[config.mk]
export PLATFORM = sky130hd
export DESIGN_NAME = cpu7_exc_ctl_flat
export DESIGN_NICKNAME = d
export VERILOG_FILES = /design/src/rtl/cpu7_exc_ctl_pkg.sv /design/src/rtl/cpu7_exc_ctl_if.sv /design/src/rtl/cpu7_exc_prio.sv /design/src/rtl/cpu7_exc_ctl.sv /design/src/flat_wrapper.sv
export SDC_FILE = /design/constraint.sdc
export NUM_CORES = 1
export LEC_CHECK = 0
export ABC_AREA = 0
export CORE_ASPECT_RATIO = 0.9
export CORE_MARGIN = 1.5
export CORE_UTILIZATION = 34
export DETAILED_ROUTE_END_ITERATION = 10
export GPL_TIMING_DRIVEN = 0
export PLACE_DENSITY = 0.8
export RECOVER_POWER = 25
export SLEW_MARGIN = 20
export SYNTH_ARGS = -nofsm -noshare
export SYNTH_HDL_FRONTEND = slang
export SYNTH_SLANG_ARGS = --single-unit
[constraint.sdc]
create_clock -name clk -period 2.3 [get_ports clk]
set_input_delay 0.46 -clock clk [delete_from_list [all_inputs] [get_ports clk]]
set_output_delay 0.46 -clock clk [all_outputs]
set_load 0.02 [all_outputs]
[src/rtl/cpu7_exc_ctl_pkg.sv]
// Shared definitions for the cpu7 _e-stage exception controller: widths,
// ESTAT.Ecode values and the redirect FSM state type.
package cpu7_exc_ctl_pkg;

   localparam int GRLEN   = 32;
   localparam int ECODE_W = 6;

   localparam logic [ECODE_W-1:0] ECODE_INT  = 6'h00;
   localparam logic [ECODE_W-1:0] ECODE_ADEF = 6'h08;
   localparam logic [ECODE_W-1:0] ECODE_ALE  = 6'h09;
   localparam logic [ECODE_W-1:0] ECODE_SYS  = 6'h0B;
   localparam logic [ECODE_W-1:0] ECODE_BRK  = 6'h0C;
   localparam logic [ECODE_W-1:0] ECODE_INE  = 6'h0D;

   typedef enum logic [1:0] {
      ST_IDLE  = 2'd0,
      ST_REDIR = 2'd1,
      ST_DRAIN = 2'd2
   } exc_state_e;

endpackage

[src/rtl/cpu7_exc_ctl_if.sv]
// PC redirect channel from the exception controller (master) to the IFU (slave).
interface cpu7_exc_ctl_if;
   import cpu7_exc_ctl_pkg::*;

   logic             exu_ifu_redir_vld;
   logic [GRLEN-1:0] exu_ifu_redir_pc;
   logic             ifu_exu_redir_rdy;

   modport master (
      output exu_ifu_redir_vld,
      output exu_ifu_redir_pc,
      input  ifu_exu_redir_rdy
   );

   modport slave (
      input  exu_ifu_redir_vld,
      input  exu_ifu_redir_pc,
      output ifu_exu_redir_rdy
   );

endinterface

[src/rtl/cpu7_exc_prio.sv]
// Fixed-priority encoder for _e-stage exception sources; the interrupt input
// must already be masked by the caller when interrupts are not allowed.
module cpu7_exc_prio
   import cpu7_exc_ctl_pkg::*;
(
   input  logic               intr,
   input  logic               adef,
   input  logic               ine,
   input  logic               sys,
   input  logic               brk,
   input  logic               ale,
   output logic               hit,
   output logic [ECODE_W-1:0] ecode
);

   always_comb begin
      hit   = 1'b1;
      ecode = '0;
      if (intr)      ecode = ECODE_INT;
      else if (adef) ecode = ECODE_ADEF;
      else if (ine)  ecode = ECODE_INE;
      else if (sys)  ecode = ECODE_SYS;
      else if (brk)  ecode = ECODE_BRK;
      else if (ale)  ecode = ECODE_ALE;
      else           hit   = 1'b0;
   end

endmodule

[src/rtl/cpu7_exc_ctl.sv]
// _e-stage exception/interrupt arbiter: CSR strobes, squash and held PC redirect to IFU.
// Optional CPU7_EXC_PERF_EN adds exception/interrupt event counters.
module cpu7_exc_ctl
   import cpu7_exc_ctl_pkg::*;
#(
   parameter int DRAIN_CYCLES = 2
)(
   input  logic               clk,
   input  logic               resetn,
   input  logic               ecl_valid_e,
   input  logic [GRLEN-1:0]   ifu_exu_pc_e,
   input  logic               ifu_exu_adef_e,
   input  logic               dec_exu_ine_e,
   input  logic               dec_exu_sys_e,
   input  logic               dec_exu_brk_e,
   input  logic               lsu_ecl_ale_e,
   input  logic               dec_exu_ertn_e,
   input  logic               csr_ecl_timer_intr,
   input  logic [GRLEN-1:0]   csr_eentry,
   input  logic [GRLEN-1:0]   csr_era,
   output logic               exu_ifu_except,
   output logic [ECODE_W-1:0] ecl_csr_exccode_e,
   output logic               ecl_csr_ertn_e,
   output logic               ecl_kill_e,
`ifdef CPU7_EXC_PERF_EN
   output logic [31:0]        ecl_perf_exc_cnt,
   output logic [31:0]        ecl_perf_int_cnt,
`endif
   cpu7_exc_ctl_if.master     redir_if
);

   exc_state_e       state, state_nxt;
   logic [2:0]       drain_cnt, drain_cnt_nxt;
   logic [GRLEN-1:0] redir_pc;
   logic             take_ok;
   logic             intr_ok;
   logic             prio_hit;
   logic [ECODE_W-1:0] prio_ecode;

   // The _e PC is carried for debug only; ERA capture lives in the CSR block.
   logic unused_pc;
   assign unused_pc = ^ifu_exu_pc_e;

   // Instructions are honoured unless a redirect is outstanding; the timer
   // interrupt is additionally held off while the pipeline drains after a redirect.
   assign take_ok = ecl_valid_e && (state != ST_REDIR);
   assign intr_ok = csr_ecl_timer_intr && (state == ST_IDLE);

   cpu7_exc_prio u_prio (
      .intr  (intr_ok),
      .adef  (ifu_exu_adef_e),
      .ine   (dec_exu_ine_e),
      .sys   (dec_exu_sys_e),
      .brk   (dec_exu_brk_e),
      .ale   (lsu_ecl_ale_e),
      .hit   (prio_hit),
      .ecode (prio_ecode)
   );

   always_comb begin
      exu_ifu_except    = take_ok && prio_hit;
      ecl_csr_ertn_e    = take_ok && dec_exu_ertn_e && !prio_hit;
      ecl_csr_exccode_e = exu_ifu_except ? prio_ecode : '0;
      ecl_kill_e        = exu_ifu_except || ecl_csr_ertn_e || (state == ST_REDIR);
   end

   assign redir_if.exu_ifu_redir_vld = (state == ST_REDIR);
   assign redir_if.exu_ifu_redir_pc  = redir_pc;

   always_ff @(posedge clk or negedge resetn) begin
      if (!resetn) begin
         state     <= ST_IDLE;
         drain_cnt <= '0;
      end else begin
         state     <= state_nxt;
         drain_cnt <= drain_cnt_nxt;
      end
   end

   // A new event in DRAIN restarts the redirect; otherwise the countdown runs out to IDLE.
   always_comb begin
      state_nxt     = state;
      drain_cnt_nxt = drain_cnt;
      unique case (state)
         ST_IDLE: begin
            if (exu_ifu_except || ecl_csr_ertn_e) state_nxt = ST_REDIR;
         end
         ST_REDIR: begin
            if (redir_if.ifu_exu_redir_rdy) begin
               state_nxt     = ST_DRAIN;
               drain_cnt_nxt = 3'(DRAIN_CYCLES - 1);
            end
         end
         ST_DRAIN: begin
            if (exu_ifu_except || ecl_csr_ertn_e) begin
               state_nxt     = ST_REDIR;
               drain_cnt_nxt = '0;
            end else if (drain_cnt == 3'd0) begin
               state_nxt = ST_IDLE;
            end else begin
               drain_cnt_nxt = drain_cnt - 3'd1;
            end
         end
         default: begin
            state_nxt     = ST_IDLE;
            drain_cnt_nxt = '0;
         end
      endcase
   end

   // csr_era is sampled before the CSR block overwrites it on this same edge.
   always_ff @(posedge clk or negedge resetn) begin
      if (!resetn) begin
         redir_pc <= '0;
      end else if (exu_ifu_except || ecl_csr_ertn_e) begin
         redir_pc <= exu_ifu_except ? csr_eentry : csr_era;
      end
   end

`ifdef CPU7_EXC_PERF_EN
   always_ff @(posedge clk or negedge resetn) begin
      if (!resetn) begin
         ecl_perf_exc_cnt <= '0;
         ecl_perf_int_cnt <= '0;
      end else if (exu_ifu_except) begin
         if (ecl_csr_exccode_e == ECODE_INT) ecl_perf_int_cnt <= ecl_perf_int_cnt + 32'd1;
         else                                ecl_perf_exc_cnt <= ecl_perf_exc_cnt + 32'd1;
      end
   end
`endif

endmodule

[src/flat_wrapper.sv]
// flat-port wrapper written by rule: the top's interface ports become plain ports
module cpu7_exc_ctl_flat import cpu7_exc_ctl_pkg::*;
#(
   parameter int DRAIN_CYCLES = 2
)
  (clk, resetn, ecl_valid_e, ifu_exu_pc_e, ifu_exu_adef_e, dec_exu_ine_e, dec_exu_sys_e, dec_exu_brk_e, lsu_ecl_ale_e, dec_exu_ertn_e, csr_ecl_timer_intr, csr_eentry, csr_era, exu_ifu_except, ecl_csr_exccode_e, ecl_csr_ertn_e, ecl_kill_e, redir_if_exu_ifu_redir_vld, redir_if_exu_ifu_redir_pc, redir_if_ifu_exu_redir_rdy);
  cpu7_exc_ctl_if redir_if_i ();
  input  logic clk;
  input  logic resetn;
  input  logic ecl_valid_e;
  input  logic [GRLEN-1:0] ifu_exu_pc_e;
  input  logic ifu_exu_adef_e;
  input  logic dec_exu_ine_e;
  input  logic dec_exu_sys_e;
  input  logic dec_exu_brk_e;
  input  logic lsu_ecl_ale_e;
  input  logic dec_exu_ertn_e;
  input  logic csr_ecl_timer_intr;
  input  logic [GRLEN-1:0] csr_eentry;
  input  logic [GRLEN-1:0] csr_era;
  output logic exu_ifu_except;
  output logic [ECODE_W-1:0] ecl_csr_exccode_e;
  output logic ecl_csr_ertn_e;
  output logic ecl_kill_e;
  output wire logic [$bits(redir_if_i.exu_ifu_redir_vld)-1:0] redir_if_exu_ifu_redir_vld;
  output wire logic [$bits(redir_if_i.exu_ifu_redir_pc)-1:0] redir_if_exu_ifu_redir_pc;
  input wire logic [$bits(redir_if_i.ifu_exu_redir_rdy)-1:0] redir_if_ifu_exu_redir_rdy;
  assign redir_if_exu_ifu_redir_vld = redir_if_i.exu_ifu_redir_vld;
  assign redir_if_exu_ifu_redir_pc = redir_if_i.exu_ifu_redir_pc;
  assign redir_if_i.ifu_exu_redir_rdy = redir_if_ifu_exu_redir_rdy;
  cpu7_exc_ctl #(.DRAIN_CYCLES(DRAIN_CYCLES)) u_core (.clk(clk), .resetn(resetn), .ecl_valid_e(ecl_valid_e), .ifu_exu_pc_e(ifu_exu_pc_e), .ifu_exu_adef_e(ifu_exu_adef_e), .dec_exu_ine_e(dec_exu_ine_e), .dec_exu_sys_e(dec_exu_sys_e), .dec_exu_brk_e(dec_exu_brk_e), .lsu_ecl_ale_e(lsu_ecl_ale_e), .dec_exu_ertn_e(dec_exu_ertn_e), .csr_ecl_timer_intr(csr_ecl_timer_intr), .csr_eentry(csr_eentry), .csr_era(csr_era), .exu_ifu_except(exu_ifu_except), .ecl_csr_exccode_e(ecl_csr_exccode_e), .ecl_csr_ertn_e(ecl_csr_ertn_e), .ecl_kill_e(ecl_kill_e), .redir_if(redir_if_i));
endmodule
Word-level counts from Yosys, hierarchy flattened. Index checks and enable logic that the tools add are counted.

Memories: 0. Bits in read-only memories: 0. Bits in latches: 0. Input port bits: 107. RAM bits: 0. Register bits after elaboration: 37. Output and inout port bits: 42.

Div/mod/pow operators: 0. Mux-type cells: 23. Reduce and logical (&&, ||, !) cells: 12. Magnitude comparators: 0. Shifts and indexed selects: 0. Equal/unequal tests: 7. $mul: 0. Bitwise gates (word level): 1. $add $sub $neg: 1.

Operators with widths (count): two-way mux 6 bit (6); two-way mux 32 bit (1); two-way mux 3 bit (3); case mux 3 bit (3 select lines) (1); two-way mux 2 bit (4); two-way mux 1 bit (6); case mux 2 bit (3 select lines) (1); AND reduction 3 bit (2); logical AND 1 bit (5); two-way mux 4 bit (1); != test 2 x 1 -> 1 bit (second input constant) (2); zero test 3 bit (1); != test 3 x 1 -> 1 bit (second input constant) (1); != test 3 x 2 -> 1 bit (second input constant) (1); subtractor 3 x 1 -> 3 bit (second input constant) (1); equality test 2 x 1 -> 1 bit (second input constant) (1); equality test 2 bit (second input constant) (1); zero test 2 bit (1); logical OR 1 bit (2); != test 2 bit (second input constant) (1); zero test 1 bit (1); inverter 1 bit (1).

Depth between registers and ports, before layout.
Depth after elaboration: 11. Mapped depth: 8. Gate-level depth less buffers: 6.

Modules after synthesis. From an unflattened synthesis, not the netlist that was laid out.

Cell total of the unflattened synthesis: 207. Area, all modules: 2004.4 um^2.

By module, submodules not included: cpu7_exc_ctl (cells each 193, area each 1919.3 um^2, times used 1); cpu7_exc_prio (cells each 14, area each 85.1 um^2, times used 1).

Worst setup path after synthesis. Ideal clock, no wire load.

Path type: register to output. Start point: register u_core.state[1]. End point: output ecl_csr_exccode_e[1]. Setup slack: 165 ps. Cell stages (with the launch flop): 6. Path buffers: 0. Arrival: 1675 ps. Path through: dfrtp_1 > inv_1 > ha_1 > nor2b_1 > nand2_1 > nor4_1.

Longest elaborated chain between the ends: 5. Elaborated cells on any way between the ends: 8. Classes of those cells: 1 x eq/ne; 3 x mux; 4 x reduce/logical.

RTL lines: from (decl) (RTL line cpu7_exc_ctl.sv:32) `exc_state_e state, state_nxt;`; from (signal assigned) (RTL line cpu7_exc_ctl.sv:75) `state <= state_nxt;`; zero test 2 bit (RTL line cpu7_exc_ctl.sv:47) `assign intr_ok = csr_ecl_timer_intr && (state == ST_IDLE);`; logical AND 1 bit (RTL line cpu7_exc_ctl.sv:47); two-way mux 1 bit (RTL line cpu7_exc_prio.sv:19) `if (intr) ecode = ECODE_INT;`; logical AND 1 bit (RTL line cpu7_exc_ctl.sv:61) `exu_ifu_except = take_ok && prio_hit;`; two-way mux 6 bit * (RTL line cpu7_exc_ctl.sv:63) `ecl_csr_exccode_e = exu_ifu_except ? prio_ecode : '0;`; to (decl) (RTL line flat_wrapper.sv:22) `output logic [ECODE_W-1:0] ecl_csr_exccode_e;`.

Mark *: on every way between the ends. The rest lies on a longest branch, timed or not.

Worst setup path in the final report.
Start point: register u_core.state[0]. End point: output ecl_csr_exccode_e[2].

The elaborated chain is that of the path after synthesis.

==> impl_metrics.json <==
{
  "post-route-min-period_ns": 2.272,
  "startpoint_type": "register",
  "finalClockSkew_ns": 0.006030,
  "clock-root-buffer": "clkbuf_8",
  "fill_cells": 502,
  "critPathSlowestCell": "dfrtp_1",
  "numCtsBuffers": 5,
  "top_layer": "met4",
  "synthArstFlopShare_pct": 100.0,
  "setup_tns_ns": 0,
  "track_usage_pct": 18.25,
  "coreArea_um2": 5693,
  "diodes": 0,
  "final_util_pct": 61.01,
  "clock_sink_count": 37,
  "grt_pass1_wl_mm": 9.535,
  "multi_input_area_um2": 1089,
  "path_cells": "buf_4, ha_4, nor2b_4, nand2_1, nor3_2, clkdlybuf4s15_2",
  "synthTopCellsByArea": "dfrtp_1 46%, mux2i_1 13%, a21oi_1 8.2%",
  "hold_viol": 0,
  "gp_congestion": 0.7754,
  "dpl-instance-area_um2": 3267,
  "antenna_found_initial": 0,
  "synth_commonest_cells": "37 x dfrtp_1, 33 x a21oi_1, 31 x nor2_1",
  "avgSynthCellArea_um2": 10.05,
  "synth_cell_types": 35,
  "worst_ep_required_time_ns": 1.84,
  "cts_tree": "built",
  "dr_wl_met3_um": 402,
  "layout-drive-gt1-share_pct": 16.57,
  "wl_met2_mm": 2.992,
  "fp-row-count": 26,
  "critPathBufInv": 2,
  "die-area_um2": 6412,
  "max-vdd-ir-drop_v": 0.0005070,
  "status": "completed",
  "wl_per_cell_um": 14.21,
  "startpoint": "u_core.state[0]",
  "grt_pass1_vias": 2022,
  "tightest_slew_ns": 1.204,
  "grt_overflow_total": 0,
  "routed_wl_mm": 5.711,
  "yosys.cell_count.top_type": "dfrtp_1",
  "max_cap_violations": 0,
  "ys_warn_count": 0,
  "via_count": 1950,
  "endpoint_kind": "primary output",
  "drt-pass1-iter-count": 4,
  "regArea_um2": 925.9,
  "ys.flop_type": "dfrtp_1",
  "ant_nets": 0,
  "dieHeight_um": 76.12,
  "clk_pin_slew_ns": 0.08,
  "holdBufCountCts": 0,
  "hpwl_mm": 4.364,
  "netlist_instances": 201,
  "initial_core_util_pct": 35.47,
  "numPortBuffers": 114,
  "timing.final.max_slew_violations": 0,
  "finalCritPeriodShare_pct": 98.76,
  "finalSetupViolations": 0,
  "final_area_um2": 3473,
  "reg2reg_setup_slack_ns": 0.47,
  "htreeDepth": 2,
  "power.density_nw_per_um2": 1049,
  "maxSlewHeadroom_pct": 19.72,
  "grt_max_degree": 28,
  "ff2ff_path_depth": 6,
  "worst_slack_ns": 0.02842,
  "fmax_ghz": 0.4402,
  "synth_top_area_share_pct": 45.85,
  "met1_length_mm": 2.262,
  "seq_area_frac_synth_pct": 45.85,
  "synth-edff-count": 0,
  "syn_to_final_growth_pct": 71.99,
  "io_pins": 149,
  "clk_latency_ns": 0.28,
  "path_class": "register to primary output",
  "crit_fanout": 7,
  "regToRegStartpoint": "u_core.state[0]",
  "pre_cts_slack_ns": -0.7025,
  "drt_iter0_markers": 43,
  "max_stage_delay_ns": 0.39,
  "hp-class": "input port to asynchronous set/reset pin",
  "final_nets": 444,
  "die_w_um": 84.24,
  "crit_arrival_ns": 1.81,
  "synth_largest_area_cell": "dfrtp_1",
  "drc": 0,
  "netlist_area_um2": 2019,
  "via_per_inst": 4.851,
  "ys_ff_latch": 37,
  "leakagePower_nw": 1.636,
  "worst_r2r_endpoint": "u_core.drain_cnt[1]",
  "clk_path_buf_depth": 2,
  "crit_family": "simple AND/OR/NAND/NOR gates"
}
-- layout by cell type (no fill, tap or decap), types with 3 or more instances in the layout --
| master | n |
|---|---|
| clkdlybuf4s50_1 | 99 |
| dfrtp_1 | 37 |
| a21oi_1 | 33 |
| nor2_1 | 30 |
| mux2i_1 | 27 |
| buf_4 | 12 |
| buf_2 | 8 |
| inv_1 | 6 |
| nand2_1 | 5 |
| nor2b_1 | 5 |
| clkbuf_8 | 5 |
| a221o_1 | 4 |
| ha_1 | 4 |
| o21ai_0 | 3 |
| dlygate4sd2_1 | 3 |
| clkbuf_2 | 3 |
-- worst max-delay path by stage --
| stage | endpoint | slack (ns) | cells past startpoint |
|---|---|---|---|
| CTS | ecl_kill_e | 0.01 | 6 |
| detailed placement | ecl_kill_e | -0.70 | 6 |
| global route | ecl_csr_exccode_e[2] | -0.01 | 6 |
| floorplan | ecl_csr_exccode_e[1] | 0.17 | 5 |
| global placement | ecl_kill_e | -0.66 | 6 |
| finish | ecl_csr_exccode_e[2] | 0.03 | 6 |
-- per-stage QoR --
| step | total power [mW] | cells | hold WS [ns] |
|---|---|---|---|
| final | 3.645 | 402 | 0.1421 |
| after global routing | 3.895 | 402 | 0.1875 |
| after CTS | 3.651 | 401 | 0.05504 |
| after detailed placement | 3.113 | 387 | 0.3582 |
| after global placement | 3.061 | 386 | 0.4888 |
| after floorplan | 2.180 | 202 | 0.1644 |
-- cell families (layout without fill, tap and decap cells) --
kind of cell	after synthesis	count (layout)	synth area share [%]
compound gates	50	50	15.43
fa+ha+maj	6	6	3.717
mux	29	29	14.50
simple gates	59	59	14.99
other cells	1	2	0.1857
flops	37	37	45.85
buf+inv	19	149	5.328
-- per-layer routing --
| metal | vias up | track usage (%) |
|---|---|---|
| li1 | 957 | - |
| met1 | 914 | 22.48 |
| met2 | 73 | 32.08 |
| met3 | 6 | 4.875 |
| met4 | 0 | 3.770 |
| met5 | - | 0 |
-- power by group --
part | internal (mW) | switching [mW]
Combinational | 1.04 | 1.09
Clock | 0.209 | 0.222
Sequential | 0.932 | 0.146
-- sequential cells by signal, indices dropped and copies added (netlist names) --
| register | count |
|---|---|
| u_core.state | 2 |
| u_core.redir_if.exu_ifu_redir_pc | 32 |
| u_core.drain_cnt | 3 |
-- cell type report --
| type | count | share of cell area, % |
|---|---|---|
| Tap cell | 70 | 2.522 |
| Inverter | 7 | 0.7565 |
| Sequential cell | 37 | 26.66 |
| Clock inverter | 3 | 0.5043 |
| Buffer | 12 | 2.450 |
| Multi-Input combinational cell | 146 | 31.34 |
| Timing Repair Buffer | 122 | 33.79 |
| Clock buffer | 5 | 1.981 |
-- repair_timing --
| action | CTS | global route |
|---|---|---|
| buffers inserted | 6 | 1 |
| endpoints found under the setup margin | 7 | 7 |
| resized for setup | 44 | 14 |
| pin swaps | 4 | 2 |
Note: power is estimated with default switching activity, not from simulation.
